**src/rtl/isa_pkg.sv**
```systemverilog
// isa_pkg: opcodes, instruction register field positions and issue FSM states
package isa_pkg;
   localparam logic [4:0] MOVSGPR  = 5'b00000;
   localparam logic [4:0] MOV      = 5'b00001;
   localparam logic [4:0] ADD      = 5'b00010;
   localparam logic [4:0] SUB      = 5'b00011;
   localparam logic [4:0] MUL      = 5'b00100;
   localparam logic [4:0] DIV      = 5'b00101;
   localparam logic [4:0] OPC_HALT = 5'b11111;
   localparam int OPC_MSB   = 31;
   localparam int OPC_LSB   = 27;
   localparam int RDST_MSB  = 26;
   localparam int RDST_LSB  = 22;
   localparam int RSRC1_MSB = 21;
   localparam int RSRC1_LSB = 17;
   localparam int IMM_MODE  = 16;
   localparam int RSRC2_MSB = 15;
   localparam int RSRC2_LSB = 11;
   localparam int ISRC_MSB  = 15;
   localparam int ISRC_LSB  = 0;
   typedef enum logic [2:0] {
      S_IDLE,
      S_FETCH,
      S_WAIT,
      S_ISSUE,
      S_HALTED
   } issue_state_t;
endpackage

```
**src/rtl/instr_issue_unit.sv**
```systemverilog
// instr_issue_unit: fetches words from a synchronous instruction memory and
// issues them to the execute stage over valid/ready until HALT or stop.
module instr_issue_unit
   import isa_pkg::*;
#(
   parameter int PC_WIDTH  = 5,
   parameter int CNT_WIDTH = 16
) (
   input  logic                 clk,
   input  logic                 sys_rst,
   input  logic                 start,
   input  logic [PC_WIDTH-1:0]  start_pc,
   input  logic                 stop_req,
   output logic                 imem_rd_en,
   output logic [PC_WIDTH-1:0]  imem_addr,
   input  logic [31:0]          imem_rdata,
   output logic [31:0]          ir_out,
   output logic                 ir_valid,
   input  logic                 ir_ready,
   output logic [PC_WIDTH-1:0]  pc,
   output logic                 busy,
   output logic                 halted,
   output logic [CNT_WIDTH-1:0] instr_count
);
   issue_state_t state;
   assign imem_rd_en = state == S_FETCH;
   assign imem_addr  = pc;
   assign ir_valid   = state == S_ISSUE;
   assign busy       = state == S_FETCH || state == S_WAIT || state == S_ISSUE;
   assign halted     = state == S_HALTED;
   always_ff @(posedge clk or posedge sys_rst) begin
      if (sys_rst) begin
         state       <= S_IDLE;
         pc          <= '0;
         ir_out      <= '0;
         instr_count <= '0;
      end else begin
         case (state)
            S_IDLE, S_HALTED: if (start) begin
               pc          <= start_pc;
               instr_count <= '0;
               state       <= S_FETCH;
            end
            S_FETCH: state <= S_WAIT;
            // HALT is consumed here and never reaches the execute stage
            S_WAIT: if (imem_rdata[OPC_MSB:OPC_LSB] == OPC_HALT) state <= S_HALTED;
            else begin
               ir_out <= imem_rdata;
               state  <= S_ISSUE;
            end
            S_ISSUE: if (ir_ready) begin
               pc          <= pc + 1'b1;
               instr_count <= &instr_count ? instr_count : instr_count + 1'b1;
               state       <= stop_req ? S_IDLE : S_FETCH;
            end
            default: state <= S_IDLE;
         endcase
      end
   end
endmodule

```
**config.mk**
```make
export PLATFORM = sky130hd
export DESIGN_NAME = instr_issue_unit
export DESIGN_NICKNAME = d
export VERILOG_FILES = /design/src/rtl/isa_pkg.sv /design/src/rtl/instr_issue_unit.sv
export SDC_FILE = /design/constraint.sdc
export NUM_CORES = 1
export LEC_CHECK = 0
export CORE_MARGIN = 3
export CORE_UTILIZATION = 47
export CTS_CLUSTER_SIZE = 10
export DETAILED_ROUTE_END_ITERATION = 8
export MAX_ROUTING_LAYER = met4
export PLACE_DENSITY = 0.84
export SLEW_MARGIN = 20
export SYNTH_ARGS = -nofsm -noshare
export SYNTH_HDL_FRONTEND = slang
export SYNTH_SLANG_ARGS = --single-unit
```
**constraint.sdc**
```tcl
create_clock -name clk -period 3.7 [get_ports clk]
set_input_delay 0.74 -clock clk [delete_from_list [all_inputs] [get_ports clk]]
set_output_delay 0.74 -clock clk [all_outputs]
set_load 0.01 [all_outputs]
```
==> run summary, run 1 <==
The async set-reset flop share out of synthesis came out at 100%. The top cell type by area accounts for 54.0% of the synthesized area. The cell-internal power came out at 1.79 mW.

The cell type contributing the most total cell area after synthesis is sky130_fd_sc_hd__dfrtp_1. The clock transition at the registers of the reported paths is 100 ps. The number of primary I/O pins came out at 104.

The core outline area came out at 5240 um2. Once the clock tree was built, the setup fixing pass inserted 0 buffers. The post-synthesis register bit count came out at 56.

The global-route layer with the greatest usage is met2. By count the netlist is led by sky130_fd_sc_hd__dfrtp_1 (56), sky130_fd_sc_hd__mux2_2 (29), sky130_fd_sc_hd__o21ai_0 (22). The share of the yosys chip area belonging to registers is 54.0%. The smallest clock period supported by the final layout is computed as 2650 ps.

The flow ran to the end, and the final reports show no timing, DRC or antenna violations. Of all nets on the critical path, the largest fanout is 6. Counting along the longest clock path gives a buffer depth of 2. The maximum ir drop on the vdd rail is 0.495 mV. Across all layers, the routed design uses 2192 vias. The total congestion overflow came out at 0. For this configuration, the core starts out at a cell density of 49.5%.

The maximum clock frequency came out at 377 MHz. In this run the tool buffered the top-level ports with 103 buffer cells. After detailed routing, the number of remaining DRC violations is 0. The aggregate routed wire length is 6430 um. The total die area came out at 6450 um2.

The overall power after layout came out at 2.73 mW. The via count of the first global-routing pass came out at 2221. Setup repair after global routing left no endpoint under its margin. The floorplan step set the die width to 80.3 um.

The number of pins with negative max-slew slack in the final report is 0. Clock tree synthesis inserted a total of 5 buffers. The number of placed instances, taps included is 392. The most used flip-flop cell after synthesis is sky130_fd_sc_hd__dfrtp_1. The transition time at the pin with the least slew margin is 737 ps. The library cell with the highest instance count after synthesis is sky130_fd_sc_hd__dfrtp_1. The total of max-cap violations came out at 0.

The worst max-slew margin expressed relative to the limit is 50.5%. Setup violations remaining at the end of the flow were counted as 0. The worst hold path belongs to the class reg -> reg. The post-cts resize count came out at 0. The maximum number of pins on one net before global-route repair came out at 31. The area growth from synthesis to layout is 45.1%. Summing all placed instances gives a cell area of 3670 um2. The total non-filler cell area in the finished layout is 3770 um2.

The HPWL reported at the end of detailed placement came out at 4740 um. The average wire length per cell after detail routing is 16.1 um. The average vias per placed instance is 5.48.

By startpoint and endpoint, the worst setup path is classified as reg -> out. Synthesis produced 228 cells. Net switching is 34.5% of the power. The mapped netlist covers 2590 um2.

The detailed-router iteration count before antenna repair came out at 4. For this design the ratio of total power to cell area is 726 nW/um2. Yosys mapped a number of flops with a built-in enable equal to 0.

The number of warnings reported in the yosys synthesis log is 0. The number of cell instances on the worst register-to-register path came out at 6. The share of the clock period used by the worst path after layout came out at 71.7%. STA classifies the critical path startpoint as a flop. The residual antenna-violating net count after detailed routing came out at 0. For the final routed database, the setup TNS stands at 0 ps.

The final standard cell count with taps included and fillers excluded is 400. For this design, the CTS-stage hold fixing added 0 buffers. The chip height came out at 80.3 um. In this run, flip-flops and latches consume 36.8% of the power. In this run the number of H-tree levels came out at 2. In the global route stage, met3 resource usage came out at 7.06%. By area the synthesized netlist is led by sky130_fd_sc_hd__dfrtp_1 (54%), sky130_fd_sc_hd__mux2_2 (13%), sky130_fd_sc_hd__o21ai_0 (4.2%). The net switching power is 0.943 mW. The number of rows in the core area came out at 26. The synthesized area per cell is 11.4 um2.

The data arrival time of the worst path came out at 1910 ps. The count of endpoints failing hold in the final timing report was 0. The critical path capture point type is an output port.

The insertion delay to the later sink of the worst-skew pair came out at 310 ps. Routability-driven placement finished with a final weighted congestion of 0.794. The number of diodes added for antenna fixing is 0. For met2 alone, demand over resource in global routing was 33.9%. The number of cells traversed by the worst hold path came out at 1.

The ratio of cells with drive above 1 in the final layout came out at 17.0%. The clock network power share is 12.8%. Summed over all cells, the static leakage comes to 1.51 nW. Combinational logic is responsible for 50.5% of the overall power.

Clock tree synthesis selected as its root buffer the cell sky130_fd_sc_hd__clkbuf_8. The total routing resource utilization after global routing came out at 21.4%. The initial antenna violation count is 0. The count of filler cells inserted in the layout is 376.

The number of sinks driven by the clock tree came out at 56. Registers take 1400 um2. The unique cell type count in the Yosys netlist came out at 37.

The final net count is 373. The clock tree skew after final layout came out at 4.24 ps. In the global route stage, met1 resource usage came out at 26.4%. The iteration-0 DRC count of the detailed router came out at 122. STA puts the critical path data required time at 2960 ps. The net count after synthesis came out at 272. TritonCTS built the clock tree. The total area of multi-input combinational cells came out at 1090 um2. The first global-routing pass estimated 10400 um of wire.
## critical path, cell delays in order, from the launching register on
cell                              delay [ps]
sky130_fd_sc_hd__dfrtp_1                 440
sky130_fd_sc_hd__and2b_1                 300
sky130_fd_sc_hd__nand2_1                  90
sky130_fd_sc_hd__inv_1                   200
sky130_fd_sc_hd__clkdlybuf4s50_1         580
## cells by family (layout without fill, tap and decap cells)
logic type | Yosys count | after routing | share of synthesized area [%]
AO/OA/AOI/OAI | 59 | 59 | 15.5
multiplexers | 30 | 30 | 13.0
flip-flops | 56 | 56 | 54.0
AND/OR/NAND/NOR | 62 | 62 | 12.6
buffers and inverters | 19 | 121 | 4.00
adder cells (fa/ha/maj) | 2 | 2 | 0.964
## cell type report
cell class	instances	share of cell area, %
sequential	56	37.2
multi-input combinational	153	29.0
timing repair buffer	108	28.4
tap	70	2.33
clock buffer	6	2.19
inverter	5	0.498
clock inverter	2	0.399
## registers in the layout, summed over array words and instances (netlist names)
signal,flops
ir_out,32
state,3
imem_addr,5
instr_count,16
## power groups by stage
stage               combinational [mW]  clock [mW]  sequential, mW
global route                      1.49       0.389            1.04
floorplan                        0.622           0            1.09
detailed placement                1.38           0            1.01
global placement                  1.36           0           0.998
CTS                               1.39       0.358            1.00
finish                            1.38       0.349            1.00
## cell usage in the layout (no fill, tap or decap), types with 3 or more instances in the layout
cell type / synthesis / layout
sky130_fd_sc_hd__a21oi_1: 15 / 15
sky130_fd_sc_hd__and3_1: 3 / 3
sky130_fd_sc_hd__buf_4: 5 / 5
sky130_fd_sc_hd__clkbuf_8: 0 / 6
sky130_fd_sc_hd__clkdlybuf4s50_1: 0 / 103
sky130_fd_sc_hd__dfrtp_1: 56 / 56
sky130_fd_sc_hd__inv_1: 5 / 4
sky130_fd_sc_hd__mux2_2: 29 / 29
sky130_fd_sc_hd__nand2_1: 15 / 15
sky130_fd_sc_hd__nand3_1: 9 / 9
sky130_fd_sc_hd__nand4_1: 3 / 3
sky130_fd_sc_hd__nor2_1: 12 / 11
sky130_fd_sc_hd__nor3_1: 4 / 4
sky130_fd_sc_hd__nor3b_1: 3 / 3
sky130_fd_sc_hd__o21ai_0: 22 / 22
sky130_fd_sc_hd__o22a_1: 3 / 3
sky130_fd_sc_hd__o31ai_2: 8 / 8
## worst paths after layout
| check | from | end | slack [ps] |
|---|---|---|---|
| max | state[2] | ir_valid | 1050 |
| min | instr_count[13] | instr_count[13] | 500 |
| max reg2reg | instr_count[0] | instr_count[2] | 1460 |
| max in group asynchronous | sys_rst | instr_count[11] | 2100 |
| min reg2reg | instr_count[13] | instr_count[13] | 500 |
| min in group asynchronous | sys_rst | ir_out[11] | 820 |
## metrics by stage
stage | hold slack, ps | worst slack, ps | util [%]
after floorplan | 498 | 1590 | -
after global placement | 476 | 1170 | 70.0
after detailed placement | 476 | 1120 | 70.0
after CTS | 508 | 1040 | 71.9
after global routing | 519 | 901 | 71.9
final | 501 | 1050 | 71.9
## layer usage
metal,routed length [um],part of all wire (%)
met1,2670,42
met2,3160,49
met3,502,7.8
met4,95,1.5
met5,0,0
Power figures use the tool's default switching activity.
==> run 2: changes to the inputs <==
- CORE_UTILIZATION: 47 -> 39
- PLACE_DENSITY: 0.84 -> 0.74
- clock period: 3.7 -> 2.2 ns (I/O delays scaled with it)
==> run summary, run 2 (synthesis results as in run 1) <==
The number of pins with negative max-slew slack in the final report came out at 0 (unchanged). The count of final setup violators came out at 0 (unchanged). The critical path class is reg -> out. The number of buffers inserted to repair setup after CTS came to 0 (unchanged). The clock root buffer is sky130_fd_sc_hd__clkbuf_8. The flip-flop count of the largest register, all copies and words added is 32 (unchanged).

The deepest level of the CTS H-tree came out at 2 (unchanged). The ratio of cells with drive above 1 in the final layout came out at 19.4% (+2.4 points). The total of buffers placed on input and output ports is 103 (unchanged). The number of sinks driven by the clock tree is 56 (unchanged). The share of the core filled with cells in the final layout is 61.3% (-11 points).

The HPWL reported at the end of detailed placement came out at 4640 um (-2.3%). The via count of the first global-routing pass is 2141 (-3.6%). The library cell used most frequently in the layout, excluding fill and tap cells, is sky130_fd_sc_hd__clkdlybuf4s50_1. The number of diodes added for antenna fixing came out at 0 (unchanged). The top fanout value on the critical path came to 9 (+3). The detailed-router iteration count before antenna repair came out at 4 (unchanged). Ranked by flip-flop count, first place goes to ir_out. The starting density of the core came out at 40.6% (-8.9 points). The sum of negative setup slack is 0 ps (unchanged).

The tightest min-delay check is of the in -> async type. The aggregate routed wire length is 6430 um (-0.12%). The DRC violation count after routing came out at 0 (unchanged). Setup repair after global routing left no endpoint under its margin. The share of the clock period used by the worst path after layout came out at 96.2%.

The residual antenna-violating net count after detailed routing came out at 0 (unchanged). The required time of the worst setup path came out at 1760 ps (-1200 ps). The iteration-0 DRC count of the detailed router is 63 (-48%).

The transition time at the pin with the least slew margin is 475 ps (-261 ps). The flow ran to the end, and the final reports show no timing, DRC or antenna violations. The total leakage power is 1.58 nW (+4.9%). The worst max-slew margin expressed relative to the limit is 68.3% (+18 points). On the critical path, the stage with the largest delay is an instance of sky130_fd_sc_hd__clkdlybuf4s50_1. The wire length of the first global-routing pass is 10200 um (-1.7%). In the layout the commonest cells are sky130_fd_sc_hd__clkdlybuf4s50_1 (102), sky130_fd_sc_hd__dfrtp_1 (55), sky130_fd_sc_hd__mux2_2 (29). The final net count came out at 378 (+1.3%). The clock tree skew after final layout is 5.96 ps (+1.72 ps). The maximum ir drop on the vdd rail came out at 0.700 mV (+42%). The x dimension of the die was 87.6 um (+9.0%). The number of primary I/O pins came out at 104 (unchanged).

The power density over the cells came out at 1270 nW/um2 (+75%). The total congestion overflow came out at 0 (unchanged). The buffer levels on the longest clock path is 2 (unchanged). TritonCTS built the clock tree.

The layout overhead on the synthesized area came out at 50.8%. The post-cts resize count came out at 3 (+3). The average vias per placed instance is 5.32 (-2.9%). The number of rows in the core area came out at 29 (+12%).

The worst setup path is launched from a flop. The number of buffers inserted for hold repair after clock tree synthesis was 0 (unchanged). The signal on the critical path passes through nor2_4 -> and2_1 -> clkdlybuf4s50_1. The critical path's largest stage delay came out at 550 ps (-30 ps). The initial antenna violation count came out at 0 (unchanged). The average wire length per cell after detail routing is 15.6 um (-3.0%). The maximum clock frequency came out at 472 MHz.

The worst setup path is captured at an output port. The insertion delay to the later sink of the worst-skew pair is 310 ps (about the same). The chip height is 87.6 um (+9.0%). The number of buffers created by CTS came out at 5 (unchanged). The core outline area came out at 6390 um2 (+22%). The count of endpoints failing hold in the final timing report was 0 (unchanged). The total of max-cap violations is 0 (unchanged). After layout, the minimum clock period comes to 2120 ps. The number of vias after detailed routing is 2192 (unchanged).

The data arrival time of the worst path is 1680 ps (-230 ps). The maximum number of pins on one net before global-route repair was 38 (+23%). The total routing resource utilization after global routing is 17.2% (-4.2 points). The weighted congestion reported at the end of routability-driven placement is 0.766 (-3.5%).

The total die area came out at 7670 um2 (+19%). The clock transition at the registers of the reported paths came out at 110 ps (about the same).
-- run 2: cell types whose count changed in the layout (fill, tap and decap cells not counted), sizes merged --
cell           change
dlygate4sd2        +1
bufinv             +3
clkinvlp           -2
clkdlybuf4s50      -1
buf                +5
clkbuf             -1
-- run 2: metrics by stage --
stage	cell area, um2	instances	setup WS [ps]	hold WS (ps)	total power, mW
global placement	3740	404	90.3	470	4.01
finish	3910	412	82.8	452	4.96
global route	3910	412	21.3	495	5.26
floorplan	2590	228	257	498	2.88
detailed placement	3740	404	31.8	476	4.07
CTS	3900	412	23.7	469	5.00
-- run 2: worst max-delay path, delay by kind of cell (launching register included) --
| kind | cells | cell delay [ps] |
|---|---|---|
| flip-flops | 1 | 480 |
| AND/OR/NAND/NOR | 2 | 340 |
| buffers and inverters | 1 | 550 |
-- run 2: path summary, 6_finish.rpt --
check,slack (ps),start,depth (start not counted),end
setup / recovery,80,state[0],3,halted
hold / removal,450,sys_rst,2,instr_count[14]
setup reg to reg,310,instr_count[10],5,instr_count[6]
hold reg to reg,490,ir_out[29],1,ir_out[29]
max in group asynchronous,1180,sys_rst,3,state[0]
min in group clk,490,ir_out[29],1,ir_out[29]
-- run 2: power by group --
part | total (mW) | switching (mW) | internal (mW)
sequential | 1.69 | 0.271 | 1.42
clock | 0.920 | 0.351 | 0.569
combinational | 2.35 | 0.968 | 1.39
-- run 2: routing by layer --
metal,part of all wire (%),wire (um),vias up,global-route usage (%)
met1,45,2870,1067,23.5
li1,-,-,1041,-
met2,48,3100,78,26.3
met5,0,0,-,-
met4,0.86,55,0,3.77
met3,6.2,399,6,3.86
-- run 2: area by class of cell --
cell class,count,area [um2]
fill,547,2470
clock inverter,3,90.1
multi-input combinational,153,1110
clock buffer,5,68.8
inverter,5,18.8
sequential,56,1400
timing repair buffer,113,1130
tap,77,96.3
==> run 3: changes to the inputs <==
- CORE_MARGIN: 3 -> 2
- GPL_ROUTABILITY_DRIVEN: default -> 0
==> run summary, run 3 (synthesis results as in run 1) <==
The count of filler cells inserted in the layout is 551 (+0.73%). The net switching power came out at 1.57 mW (-1.5%). The maximum number of pins on one net before global-route repair came out at 47 (+24%).

The DRC violation count after routing is 0 (unchanged). The ratio of cells with drive above 1 in the final layout came out at 20.2% (+0.78 points). The required time of the worst setup path came to 1760 ps (about the same). The HPWL reported at the end of detailed placement came out at 4440 um (-4.3%).

The total leakage power came out at 1.58 nW (-0.23%). The total non-filler cell area in the finished layout was 3880 um2 (-0.70%). The cell-internal power came out at 3.16 mW (-6.4%). The share of total power in sequential cells was 35.6% (+1.6 points). The number of rows in the core area is 29 (unchanged). The deepest level of the CTS H-tree is 2 (unchanged). The insertion delay to the later sink of the worst-skew pair came out at 310 ps (about the same). The iteration-0 DRC count of the detailed router came out at 60 (-4.8%).

The via count of the first global-routing pass was 2135 (-0.28%). The buffer levels on the longest clock path came to 2 (unchanged). The number of vias after detailed routing came to 2153 (-1.8%).

The clock root buffer is sky130_fd_sc_hd__clkbuf_8. The total of buffers placed on input and output ports was 103 (unchanged). The number of buffers inserted for hold repair after clock tree synthesis is 0 (unchanged). The average wire length per cell after detail routing came to 14.7 um (-5.5%). The register bank with the most flops is ir_out. The starting density of the core was 40.6% (unchanged). The path class of the tightest hold or removal check is in -> async. The wire length of the first global-routing pass is 9960 um (-2.4%). The number of pins with negative max-slew slack in the final report came out at 0 (unchanged). The average vias per placed instance is 5.20 (-2.3%).

The total die area came out at 7320 um2 (-4.5%). The clock transition at the registers of the reported paths is 100 ps (about the same). The worst setup path is launched from a flop. The final net count was 380 (+0.53%). The number of buffers created by CTS came out at 5 (unchanged).

The number of primary I/O pins came out at 104 (unchanged). The maximum clock frequency is 476 MHz (+0.88%). The maximum ir drop on the vdd rail came to 0.711 mV (+1.5%). The number of sinks driven by the clock tree came out at 56 (unchanged). The total of max-cap violations was 0 (unchanged).

The initial antenna violation count came out at 0 (unchanged). The detailed-router iteration count before antenna repair is 4 (unchanged). The count of final setup violators is 0 (unchanged). The flip-flop count of the largest register, all copies and words added came to 32 (unchanged).

The chip height was 85.6 um (-2.3%). The worst max-slew margin expressed relative to the limit came out at 79.0% (+11 points). The setup path with the least slack is of type reg -> out. The transition time at the pin with the least slew margin is 310 ps (-165 ps). The final critical path time including I/O delays and setup came to 2100 ps (-18.5 ps). The count of endpoints failing hold in the final timing report is 0 (unchanged). The CTS tree is yes.

The number of diodes added for antenna fixing is 0 (unchanged). The data arrival time of the worst path is 1660 ps (-20 ps). The total routing resource utilization after global routing came out at 17.4% (+0.20 points). The core outline area is 6390 um2 (unchanged).

The x dimension of the die came out at 85.6 um (-2.3%). The top fanout value on the critical path is 9 (unchanged). The clock network power share is 14.3% (-4.2 points). The number of placed instances, taps included came out at 404 (unchanged). The library cell used most frequently in the layout, excluding fill and tap cells, is sky130_fd_sc_hd__clkdlybuf4s50_1. The library cells used most frequently in the layout, excluding fill and tap cells, are sky130_fd_sc_hd__clkdlybuf4s50_1 (102), sky130_fd_sc_hd__dfrtp_1 (54), sky130_fd_sc_hd__mux2_2 (29). The power density over the cells came out at 1220 nW/um2 (-4.1%). The share of the clock period used by the worst path after layout came to 95.4% (-0.84 points).

The clock tree skew after final layout came out at 9.02 ps (+3.06 ps). The worst setup path is captured at an output port. The aggregate routed wire length is 6100 um (-5.1%).

Setup repair after global routing left no endpoint under its margin. The final standard cell count with taps included and fillers excluded is 414 (+0.49%). The switching portion of total power is 33.2% (+1.1 points).

The residual antenna-violating net count after detailed routing came to 0 (unchanged). The total congestion overflow came out at 0 (unchanged). The flow ran to the end, and the final reports show no timing, DRC or antenna violations. The cell area after placement is 3740 um2 (unchanged).

The fraction of power consumed by combinational cells is 50.0% (+2.6 points). The layout overhead on the synthesized area came out at 49.7%.
[run 3: cell count changes in the layout (fill, tap and decap cells not counted), sizes merged]
cell	delta
buf	+2
dlygate4sd2	-1
clkinv	+1
bufinv	-2
dlymetal6s2s	+1
clkinvlp	+1
[run 3: worst paths after layout]
| path | start | endpoint | slack (ps) | depth (start not counted) |
|---|---|---|---|---|
| hold reg to reg | ir_out[29] | ir_out[29] | 500 | 1 |
| hold / removal | sys_rst | ir_out[19] | 380 | 2 |
| setup reg to reg | instr_count[10] | instr_count[6] | 270 | 5 |
| max in group asynchronous | sys_rst | state[1] | 1280 | 3 |
| setup / recovery | state[0] | halted | 100 | 3 |
| min in group clk | ir_out[29] | ir_out[29] | 500 | 1 |
[run 3: layout make-up]
cell class / count / area (um2) / share of cell area (%)
timing repair buffer: 115 / 1150 / 29.6
tap: 77 / 96.3 / 2.48
inverter: 5 / 18.8 / 0.483
sequential: 56 / 1400 / 36.1
multi-input combinational: 153 / 1110 / 28.5
clock inverter: 3 / 42.5 / 1.10
clock buffer: 5 / 68.8 / 1.77
[run 3: power by group through the flow]
stage / combinational [mW] / clock [mW] / sequential (mW)
floorplan: 1.05 / 0 / 1.84
global placement: 2.33 / 0 / 1.67
detailed placement: 2.37 / 0 / 1.69
CTS: 2.38 / 0.701 / 1.67
global route: 2.55 / 0.739 / 1.74
finish: 2.36 / 0.677 / 1.68
[run 3: per-stage QoR]
| step | total power, mW | util [%] | setup TNS (ps) | hold WS [ps] | worst slack, ps |
|---|---|---|---|---|---|
| after floorplan | 2.88 | - | 0 | 498 | 257 |
| after global placement | 4.00 | 58.6 | 0 | 469 | 56.2 |
| after detailed placement | 4.07 | 58.6 | -43.2 | 480 | -43.2 |
| after CTS | 4.76 | 60.3 | 0 | 387 | 4.13 |
| after global routing | 5.04 | 60.8 | 0 | 393 | 35.8 |
| final | 4.72 | 60.8 | 0 | 377 | 101 |
[run 3: layer usage]
layer / vias up / share of wire [%] / global-route usage (%)
li1: 1044 / - / -
met2: 76 / 48 / 27.9
met3: 4 / 7.0 / 4.81
met5: - / 0 / -
met1: 1029 / 44 / 22.3
met4: 0 / 0.61 / 3.46
[run 3: critical path: stages (launching register included)]
cell	delay (ps)
sky130_fd_sc_hd__dfrtp_2	480
sky130_fd_sc_hd__nor2_4	150
sky130_fd_sc_hd__and2_1	180
sky130_fd_sc_hd__clkdlybuf4s50_1	550
[run 3: what timing repair did]
item                                    CTS  global route
hold endpoints to repair                  0             0
setup buffers                             0             2
endpoints found under the setup margin    1             3
resized for setup                         1             6
